File: src/rtl/bitorder_pkg.sv
// Shared types and helpers for the bitorder_pp symbol reorder stage.
package bitorder_pkg;

  typedef enum logic {
    IDLE  = 1'b0,
    DRAIN = 1'b1
  } drain_state_e;

  localparam int RMII_SYM_W = 2;
  localparam int MII_SYM_W  = 4;

  // Buffer index to read on drain cycle cnt; mode=1 walks the group top-down.
  function automatic int unsigned drain_idx(input int unsigned cnt,
                                            input logic        mode,
                                            input int unsigned n);
    return mode ? (n - 1 - cnt) : cnt;
  endfunction

endpackage

File: src/rtl/bitorder_pp_grp_buf.sv
// One group-sized symbol buffer with a full flag and the order mode captured
// alongside the group's first symbol.
module grp_buf #(
  parameter int SYM_W        = 2,
  parameter int SYMS_PER_GRP = 4,
  parameter int CNT_W        = $clog2(SYMS_PER_GRP)
) (
  input  logic             clk,
  input  logic             rst_n,
  input  logic             wr_en_i,
  input  logic [CNT_W-1:0] wr_idx_i,
  input  logic [SYM_W-1:0] wr_data_i,
  input  logic             wr_mode_i,
  input  logic             set_full_i,
  input  logic             clr_full_i,
  input  logic [CNT_W-1:0] rd_idx_i,
  output logic [SYM_W-1:0] rd_data_o,
  output logic             full_o,
  output logic             mode_o
);

  logic [SYM_W-1:0] mem_q [SYMS_PER_GRP];
  logic             full_q;
  logic             mode_q;

  always_ff @(posedge clk or negedge rst_n) begin
    if (!rst_n) begin
      for (int i = 0; i < SYMS_PER_GRP; i++) begin
        mem_q[i] <= '0;
      end
      full_q <= 1'b0;
      mode_q <= 1'b0;
    end else begin
      if (wr_en_i) begin
        mem_q[wr_idx_i] <= wr_data_i;
        // The order mode belongs to the group, so it is latched only with index 0.
        if (wr_idx_i == '0) begin
          mode_q <= wr_mode_i;
        end
      end
      if (set_full_i) begin
        full_q <= 1'b1;
      end else if (clr_full_i) begin
        full_q <= 1'b0;
      end
    end
  end

  assign rd_data_o = mem_q[rd_idx_i];
  assign full_o    = full_q;
  assign mode_o    = mode_q;

endmodule

File: src/rtl/bitorder_pp.sv
// Ping-pong symbol group reorder: collects SYMS_PER_GRP symbols, then replays
// them reversed (or in order) while the other buffer fills; partial groups drop.
module bitorder_pp
  import bitorder_pkg::*;
#(
  parameter int SYM_W        = RMII_SYM_W,
  parameter int SYMS_PER_GRP = 4,
  parameter int CNT_W        = $clog2(SYMS_PER_GRP)
) (
  input  logic             clk,
  input  logic             rst_n,
  input  logic             axiiv,
  input  logic [SYM_W-1:0] axiid,
  input  logic             msb_first,
  output logic             axiov,
  output logic [SYM_W-1:0] axiod,
  output logic             axiodrop,
  output logic             dbg_drain_o
);

  // Streams are valid-only: a symbol transfers on every cycle its valid is
  // high, there is no ready/backpressure, and input valid low ends the frame.

  localparam logic [CNT_W-1:0] LAST = CNT_W'(SYMS_PER_GRP - 1);

  // Fill side state
  logic             fill_ptr_q, fill_ptr_d;
  logic [CNT_W-1:0] wcnt_q, wcnt_d;
  logic             drop_q, drop_d;

  // Drain side state
  drain_state_e     state_q, state_d;
  logic             rd_ptr_q, rd_ptr_d;
  logic [CNT_W-1:0] rcnt_q, rcnt_d;

  logic             handover;
  logic             drain_last;
  logic [1:0]       wr_en;
  logic [1:0]       set_full;
  logic [1:0]       clr_full;
  logic [1:0]       buf_full;
  logic [1:0]       buf_mode;
  logic [CNT_W-1:0] rd_idx;
  logic [SYM_W-1:0] rd_data [2];

  assign handover   = axiiv && (wcnt_q == LAST);
  assign drain_last = (state_q == DRAIN) && (rcnt_q == LAST);

  always_comb begin
    wr_en    = 2'b00;
    set_full = 2'b00;
    clr_full = 2'b00;
    if (axiiv) begin
      wr_en = fill_ptr_q ? 2'b10 : 2'b01;
    end
    if (handover) begin
      set_full = fill_ptr_q ? 2'b10 : 2'b01;
    end
    if (drain_last) begin
      clr_full = rd_ptr_q ? 2'b10 : 2'b01;
    end
  end

  for (genvar b = 0; b < 2; b++) begin : g_buf
    grp_buf #(
      .SYM_W        (SYM_W),
      .SYMS_PER_GRP (SYMS_PER_GRP),
      .CNT_W        (CNT_W)
    ) u_buf (
      .clk        (clk),
      .rst_n      (rst_n),
      .wr_en_i    (wr_en[b]),
      .wr_idx_i   (wcnt_q),
      .wr_data_i  (axiid),
      .wr_mode_i  (msb_first),
      .set_full_i (set_full[b]),
      .clr_full_i (clr_full[b]),
      .rd_idx_i   (rd_idx),
      .rd_data_o  (rd_data[b]),
      .full_o     (buf_full[b]),
      .mode_o     (buf_mode[b])
    );
  end

  always_comb begin
    wcnt_d     = wcnt_q;
    fill_ptr_d = fill_ptr_q;
    drop_d     = 1'b0;
    if (axiiv) begin
      if (wcnt_q == LAST) begin
        wcnt_d     = '0;
        fill_ptr_d = ~fill_ptr_q;
      end else begin
        wcnt_d = wcnt_q + 1'b1;
      end
    end else if (wcnt_q != '0) begin
      // Frame ended mid-group: rewind so the partial data is overwritten.
      wcnt_d = '0;
      drop_d = 1'b1;
    end
  end

  always_comb begin
    state_d  = state_q;
    rd_ptr_d = rd_ptr_q;
    rcnt_d   = rcnt_q;
    case (state_q)
      IDLE: begin
        if (handover) begin
          state_d  = DRAIN;
          rd_ptr_d = fill_ptr_q;
          rcnt_d   = '0;
        end
      end
      DRAIN: begin
        if (rcnt_q != LAST) begin
          rcnt_d = rcnt_q + 1'b1;
        end else begin
          rcnt_d = '0;
          // Chain straight into the other buffer when it is (or just became) full.
          if (handover) begin
            rd_ptr_d = fill_ptr_q;
          end else if (buf_full[~rd_ptr_q]) begin
            rd_ptr_d = ~rd_ptr_q;
          end else begin
            state_d = IDLE;
          end
        end
      end
      default: begin
        state_d = IDLE;
      end
    endcase
  end

  always_ff @(posedge clk or negedge rst_n) begin
    if (!rst_n) begin
      fill_ptr_q <= 1'b0;
      wcnt_q     <= '0;
      drop_q     <= 1'b0;
      state_q    <= IDLE;
      rd_ptr_q   <= 1'b0;
      rcnt_q     <= '0;
    end else begin
      fill_ptr_q <= fill_ptr_d;
      wcnt_q     <= wcnt_d;
      drop_q     <= drop_d;
      state_q    <= state_d;
      rd_ptr_q   <= rd_ptr_d;
      rcnt_q     <= rcnt_d;
    end
  end

  assign rd_idx      = CNT_W'(drain_idx(32'(rcnt_q), buf_mode[rd_ptr_q], SYMS_PER_GRP));
  assign axiov       = (state_q == DRAIN);
  assign axiod       = axiov ? rd_data[rd_ptr_q] : '0;
  assign axiodrop    = drop_q;
  assign dbg_drain_o = (state_q == DRAIN);

endmodule

File: config.mk
export PLATFORM = sky130hd
export DESIGN_NAME = bitorder_pp
export DESIGN_NICKNAME = d
export VERILOG_FILES = /design/src/rtl/bitorder_pkg.sv /design/src/rtl/bitorder_pp_grp_buf.sv /design/src/rtl/bitorder_pp.sv
export SDC_FILE = /design/constraint.sdc
export NUM_CORES = 1
export LEC_CHECK = 0
export BUFFER_PORTS_ARGS = -buffer_cell sky130_fd_sc_hd__buf_4
export CAP_MARGIN = 20
export CORE_MARGIN = 8
export CORE_UTILIZATION = 40
export CTS_BUF_LIST = sky130_fd_sc_hd__clkbuf_4
export CTS_CLUSTER_DIAMETER = 120
export DETAILED_ROUTE_END_ITERATION = 7
export GPL_ROUTABILITY_DRIVEN = 0
export HOLD_SLACK_MARGIN = 0.1
export PLACE_DENSITY = 0.59
export SETUP_SLACK_MARGIN = 0.02
export SLEW_MARGIN = 0
export SYNTH_ARGS = -nofsm -noshare
export SYNTH_HDL_FRONTEND = slang
export SYNTH_HIERARCHICAL = 1
export SYNTH_SLANG_ARGS = --single-unit
File: constraint.sdc
create_clock -name clk -period 3.45 [get_ports clk]
set_input_delay 0.5175 -clock clk [delete_from_list [all_inputs] [get_ports clk]]
set_output_delay 0.5175 -clock clk [all_outputs]
set_load 0.02 [all_outputs]
==> run metrics, run 1 <==
status finished clean; final wirelength between 2 and 2.5 mm; syn nets 116; Die X-Extent 75.2 um; cells after synthesis 107; detailed-route via count 867; FILL cells 334; flops & latches, synth 28; CTS buffer count 3; commonest non-fill, non-tap cell in the layout dfrtp_1; clk_lat worst skew 0.32 ns; ANT nets after route 0; Row Count 21; worst slew pin tran 0.501 ns; xor/xnor share of the synthesized area 1.87%; worst setup margin between 0.4 and 0.5 ns; DPL Wire Length 1.91 mm; Setup Buffers After CTS 0; Die Area 5660 um^2; YS warnings 6; H-tree level count 1; DRC 0; drt pass-1 iters 3; Synth top area share 49.9%; worst min path class in -> reg; maximum vdd drop 0.333 mV; Fmax achieved 329 MHz; global-route usage over all layers 10.1%; Max FO, Critical Path 9; # setup viols final 0; first-pass GRT wire length around 4.4 mm; mean post-synth cell area 13.1 um^2; WL/cell 14.8 um; post-synth top area cell dfrtp_1; largest net degree at the start of global routing 29; crit-path most repeated cell mux2i_1; PD cells 934 nW/um^2; most frequent cells in the layout dfrtp_1, mux2_2, buf_4; mapped cell area between 1000 and 1500 um^2; placed cell area 1520 um^2; routed wl met3 roughly 100 um; gr ovfl total 0; unrepaired setup endpoints after global routing false; post-layout min period around 3.0 ns; Core Util, Final roughly 46%; mux share of post-synthesis cell area 24.2%; layout cells sized above 1 a little under a third; Highest Signal Layer met4; DR vias/cell roughly 5.2; Die Ht 75.2 um; post_cts resized 0; WP data arrival 2.52 ns; hold violation count in the final report 0; crit share post-route about 88%; static leakage 0.000688 uW; Bufs on Longest Clock Path 2; Adder-Cell Fraction of Synth Area 2.67%; Initial DRC Count 30; worst relative slew slack about 66%; critical path type reg -> out; Synth cell types 26; CP peak stage delay 0.62 ns; Max-Cap Viols 0; vias in the first global route 906; simple-gate area share of the yosys netlist 13.3%; CTS tree built; Fin Setup TNS 0 ns; synth top area cells dfrtp_1, mux2_2, mux4_1; CP Capture Type output pin; Finished Cell Area 1550 um^2; crit start category flop; clk sinks 28; Hold Buf Count CTS 1; Post-synth EDFFs 0; fin nets between 100 and 150; count of port buffers added during placement 10; Metal-1 WL 1.15 mm; pre-CTS WS slightly below 0.8 ns; core area approximately 3400 um^2; dominant synthesized flop cell dfrtp_1; synth-to-layout area growth 10.7%; initial core utilization about two fifths; initial antenna violation count 0; Max Slew Vio Count 0; complex-gate fraction of the synthesized area around 5.3%; met2 WL 1.17 mm; post-synthesis sequential area ratio 49.9%; number of diodes 0; CTS root buffer clkbuf_4; CP bufs+invs 1; Worst Path Required 2.93 ns; cell family with most CP delay multiplexers; Critical Path Slowest Stage Cell mux4_1; main combinational cell family by area after synthesis multiplexers; Post-synth ARST share 100%; # IOs 11; Worst Skew 0.00568 ns; critical-path cell list mux2i_1 -> xnor2_1 -> mux4_1 -> mux2i_1 -> nor2_1 -> buf_4; Reg clk slew, reported paths 0.14 ns
## cell families (layout without fill, tap and decap cells)
logic type      after synthesis  after routing
simple gates                 30             30
flops                        28             28
mux                          26             26
compound gates               10             10
buf+inv                       7             20
fa+ha+maj                     3              3
xor+xnor                      3              3
## synth_stat cells, types with 2 or more instances
| cell type | n |
|---|---|
| a21o_1 | 2 |
| mux2_2 | 18 |
| inv_1 | 5 |
| nor2b_1 | 2 |
| and2_1 | 2 |
| nand3_1 | 4 |
| nand3b_1 | 4 |
| nand2_1 | 8 |
| mux4_1 | 2 |
| mux2i_1 | 4 |
| dfrtp_1 | 28 |
| nor3b_4 | 2 |
| mux4_2 | 2 |
| xnor2_1 | 3 |
| ha_1 | 3 |
| nor2_1 | 5 |
| o22ai_1 | 2 |
| o21ai_0 | 3 |
## area by class of cell
class                      count  area [um^2]  share of cell area [%]
sequential                    28          701                    45.1
multi-input combinational     72          666                    42.8
timing repair buffer          11         85.1                    5.48
tap                           46         57.6                    3.70
clock buffer                   3         22.5                    1.45
inverter                       5         18.8                    1.21
clock inverter                 1         3.75                   0.242
## metal layers
| metal | up-vias | GRT usage (%) |
|---|---|---|
| met5 | - | 0 |
| li1 | 411 | - |
| met2 | 10 | 16.7 |
| met3 | 5 | 2.53 |
| met4 | 0 | 3.84 |
| met1 | 441 | 12.4 |
## worst register-to-register path: cells and delay by family, from the launching register on
kind	cells	cell delay, ns
AO/OA/AOI/OAI	2	0.29
flip-flops	1	0.67
AND/OR/NAND/NOR	1	0.19
adder cells (fa/ha/maj)	1	0.28
## state kept, by name, indices dropped and copies added, names as in the netlist
| name | cells |
|---|---|
| wcnt_q | 2 |
| g_buf.u_buf/mem_q | 16 |
| rcnt_q | 2 |
| fill_ptr_q | 1 |
| g_buf.u_buf/full_o | 2 |
| g_buf.u_buf/mode_o | 2 |
| axiov | 1 |
| rd_ptr_q | 1 |
| axiodrop | 1 |
## final timing paths
check,startpoint,to,slack [ns],cells after the start
worst min register to register,g_buf[1].u_buf/mem_q[7],g_buf[1].u_buf/mem_q[7],0.53,1
worst max register to register,wcnt_q[0],rd_ptr_q,1.90,4
worst min-delay path,axiiv,axiodrop,0.40,2
min in group asynchronous,rst_n,g_buf[1].u_buf/mem_q[1],0.62,2
max in group asynchronous,rst_n,g_buf[0].u_buf/mem_q[2],2.58,2
worst max-delay path,rd_ptr_q,axiod[0],0.41,6
## report_power, final
part	leakage, uW	total (uW)	switching [uW]	internal (uW)
combinational	0.000334	666	272	394
sequential	0.000339	651	165	486
clock	0.0000154	135	92.1	42.5
total	0.000688	1450	529	922
## per-stage QoR
stage / power [uW] / hold slack (ns) / instances
floorplan: 1160 / 0.222 / 107
global placement: 1300 / 0.452 / 161
detailed placement: 1330 / 0.461 / 161
CTS: 1470 / 0.381 / 166
global route: 1560 / 0.383 / 166
finish: 1450 / 0.396 / 166
(Power assumes the default switching activity.)
==> run 2, diff against run 1 <==
--- a/config.mk
+++ b/config.mk
@@ -5,6 +5,7 @@
 export SDC_FILE = /design/constraint.sdc
 export NUM_CORES = 1
 export LEC_CHECK = 0
+export ABC_AREA = 1
 export BUFFER_PORTS_ARGS = -buffer_cell sky130_fd_sc_hd__buf_4
 export CAP_MARGIN = 20
 export CORE_MARGIN = 8
@@ -14,7 +15,7 @@
 export DETAILED_ROUTE_END_ITERATION = 7
 export GPL_ROUTABILITY_DRIVEN = 0
 export HOLD_SLACK_MARGIN = 0.1
-export PLACE_DENSITY = 0.59
+export PLACE_DENSITY = 0.67
 export SETUP_SLACK_MARGIN = 0.02
 export SLEW_MARGIN = 0
 export SYNTH_ARGS = -nofsm -noshare
==> run 2 against run 1 <==
Against the previous run:
- hold slack worse by 0.023 ns
- routed wire length is 24% higher
- clock-buffer cell count stayed put
- critical path depth increased by 5
- highest routed layer unchanged
- combinational power increased by 19%
- largest cell class unchanged
==> run metrics, run 2 <==
status finished clean; Die X-Extent 78.0 um (+3.7%); post-synthesis sequential area ratio 45.5% (-4.4 points); number of diodes 0 (unchanged); Comb power frac 50.9% (+5.0 points); Fin Setup TNS 0 ns (unchanged); mean post-synth cell area 7.40 um^2 (-44%); Setup Buffers After CTS 0 (unchanged); ANT nets after route 0 (unchanged); layout cells sized above 1 10.5% (-21 points); Max FO, Critical Path 10 (+1); first-pass GRT wire length 5.33 mm (+22%); Post-synth top cells nand2_1, inv_1, dfrtp_1; mapped cell area 1540 um^2 (+9.6%); Seq pwr share 39.9% (-4.9 points); critical-path cell list inv_2 -> nand2_1 -> nand2_1 -> xor2_1 -> inv_1 -> nand2_1 -> nand3_1 -> nand2_1 -> o21ai_0 -> nor2_1 -> buf_4; Bufs on Longest Clock Path 2 (unchanged); Row Count 22 (+4.8%); flops & latches, synth 28 (unchanged); Synth top area share 45.5% (-4.4 points); unrepaired setup endpoints after global routing false; worst min path class in -> reg; most common cell in the netlist nand2_1; number of flip-flops in the largest register 16 (unchanged); post_cts resized 0 (unchanged); PD cells 923 nW/um^2 (-1.1%); P_sw 750 uW (+42%); maximum vdd drop 0.335 mV (+0.73%); CP peak stage delay 0.54 ns (-0.08 ns); cell internal pwr 804 uW (-13%); post-layout min period 2.91 ns (-0.129 ns); gr ovfl total 0 (unchanged); post-synth top area cell dfrtp_1; hold violation count in the final report 0 (unchanged); Post-synth EDFFs 0 (unchanged); Reg with most FFs g_buf.u_buf/mem_q; most frequent cells in the layout nand2_1, inv_1, dfrtp_1; crit start category flop; initial core utilization 41.7% (about the same); # setup viols final 0 (unchanged); final wirelength 3.06 mm (+24%); Max Slew Vio Count 0 (unchanged); commonest non-fill, non-tap cell in the layout nand2_1; static leakage 0.000943 uW (+37%); dominant synthesized flop cell dfrtp_1; cell total after placement 262 (+63%); cells after synthesis 208 (+94%); synth top area cells dfrtp_1, nand2_1, inv_1; Fmax achieved 343 MHz (+4.4%); clk_lat worst skew 0.33 ns (about the same); CTS tree built; synth-to-layout area growth 9.35%; worst slew pin tran 0.678 ns (+0.177 ns); Post-synth ARST share 100% (unchanged); final std cells w/o fill 267 (+61%); fin nets 229 (+76%); Reg clk slew, reported paths 0.16 ns (+0.02 ns); YS warnings 6 (unchanged); Worst Path Required 2.93 ns (about the same); CTS buffer count 3 (unchanged); initial antenna violation count 0 (unchanged); Die Ht 78.0 um (+3.7%); Max-Cap Viols 0 (unchanged); Hold Buf Count CTS 1 (unchanged); H-tree level count 1 (unchanged); # IOs 11 (unchanged); DPL Wire Length 2.26 mm (+19%); drt pass-1 iters 4 (+1); CP Capture Type output pin; critical path type reg -> out; vias in the first global route 1185 (+31%); global-route usage over all layers 10.7% (+0.60 points); Critical Path Slowest Stage Cell xor2_1; Worst Skew 0.00561 ns (-0.0000642 ns); Initial DRC Count 79 (+160%); crit-path most repeated cell nand2_1; clk sinks 28 (unchanged); WP data arrival 2.40 ns (-0.12 ns); crit share post-route 84.4% (-3.7 points); Synth cell types 18 (-31%); DRC 0 (unchanged); clock share of power 9.2% (about the same); detailed-route via count 1275 (+47%); DR vias/cell 4.78 (-8.6%); worst relative slew slack 54.6% (-12 points); largest net degree at the start of global routing 29 (unchanged); WL/cell 11.5 um (-23%); syn nets 217 (+87%); core area 3690 um^2 (+9.7%); Net Sw Frac 48.3% (+12 points); CTS root buffer clkbuf_4; Die Area 6090 um^2 (+7.5%); count of port buffers added during placement 10 (unchanged)
[run 2: power by group through the flow]
stage	logic, uW	registers, uW	clock network, uW
after floorplan	637	585	0
after global placement	780	625	0
after detailed placement	789	628	0
after CTS	793	619	151
after global routing	924	647	163
final	791	620	143
[run 2: cell type report]
cell class / instances / area (um^2)
clock buffers: 3 / 22.5
clock inverters: 1 / 3.75
fillers: 379 / 2010
inverters: 39 / 146
multi-input cells: 137 / 664
flip-flops and latches: 28 / 701
well taps: 48 / 60.1
repair buffers: 11 / 85.1
[run 2: kinds of logic after synthesis]
family          after synthesis  share of synthesized area, %
xor+xnor                      3                          1.71
fa+ha+maj                     3                          2.44
buf+inv                      43                          11.3
flops                        28                          45.5
simple gates                117                          33.9
compound gates               14                          5.12
[run 2: path summary, 6_finish.rpt]
check / slack (ns) / start / to / cells past startpoint
max: 0.54 / rd_ptr_q / axiod[1] / 11
min: 0.37 / axiiv / axiodrop / 2
max reg2reg: 1.93 / fill_ptr_q / g_buf[0].u_buf/mem_q[0] / 4
min reg2reg: 0.50 / g_buf[1].u_buf/mem_q[4] / g_buf[1].u_buf/mem_q[4] / 2
max in group asynchronous: 2.56 / rst_n / g_buf[1].u_buf/mode_o / 2
min in group asynchronous: 0.60 / rst_n / g_buf[1].u_buf/mem_q[3] / 2
[run 2: worst max-delay path, delay by kind of cell (launching register included)]
kind                   cells  cell delay [ns]
AO/OA/AOI/OAI              1             0.07
flip-flops                 1             0.47
buffers and inverters      3             0.46
XOR/XNOR                   1             0.54
AND/OR/NAND/NOR            6             0.53
[run 2: metrics by stage]
step                      worst slack [ns]  hold WS [ns]  power [uW]  area, um^2  util [%]
after floorplan                       1.13         0.222        1220        1540         -
after global placement               0.986         0.459        1410        1650      44.6
after detailed placement             0.923         0.459        1420        1650      44.6
after CTS                            0.503         0.358        1560        1680      45.6
after global routing                 0.275         0.340        1730        1680      45.6
final                                0.537         0.372        1550        1680      45.6
[run 2: per-layer routing]
metal	wire, um	global-route usage (%)	part of all wire [%]
met5	0	0	0
met4	49	4.44	1.6
met3	167	3.64	5.5
met2	1280	15.7	42
met1	1570	14.2	51
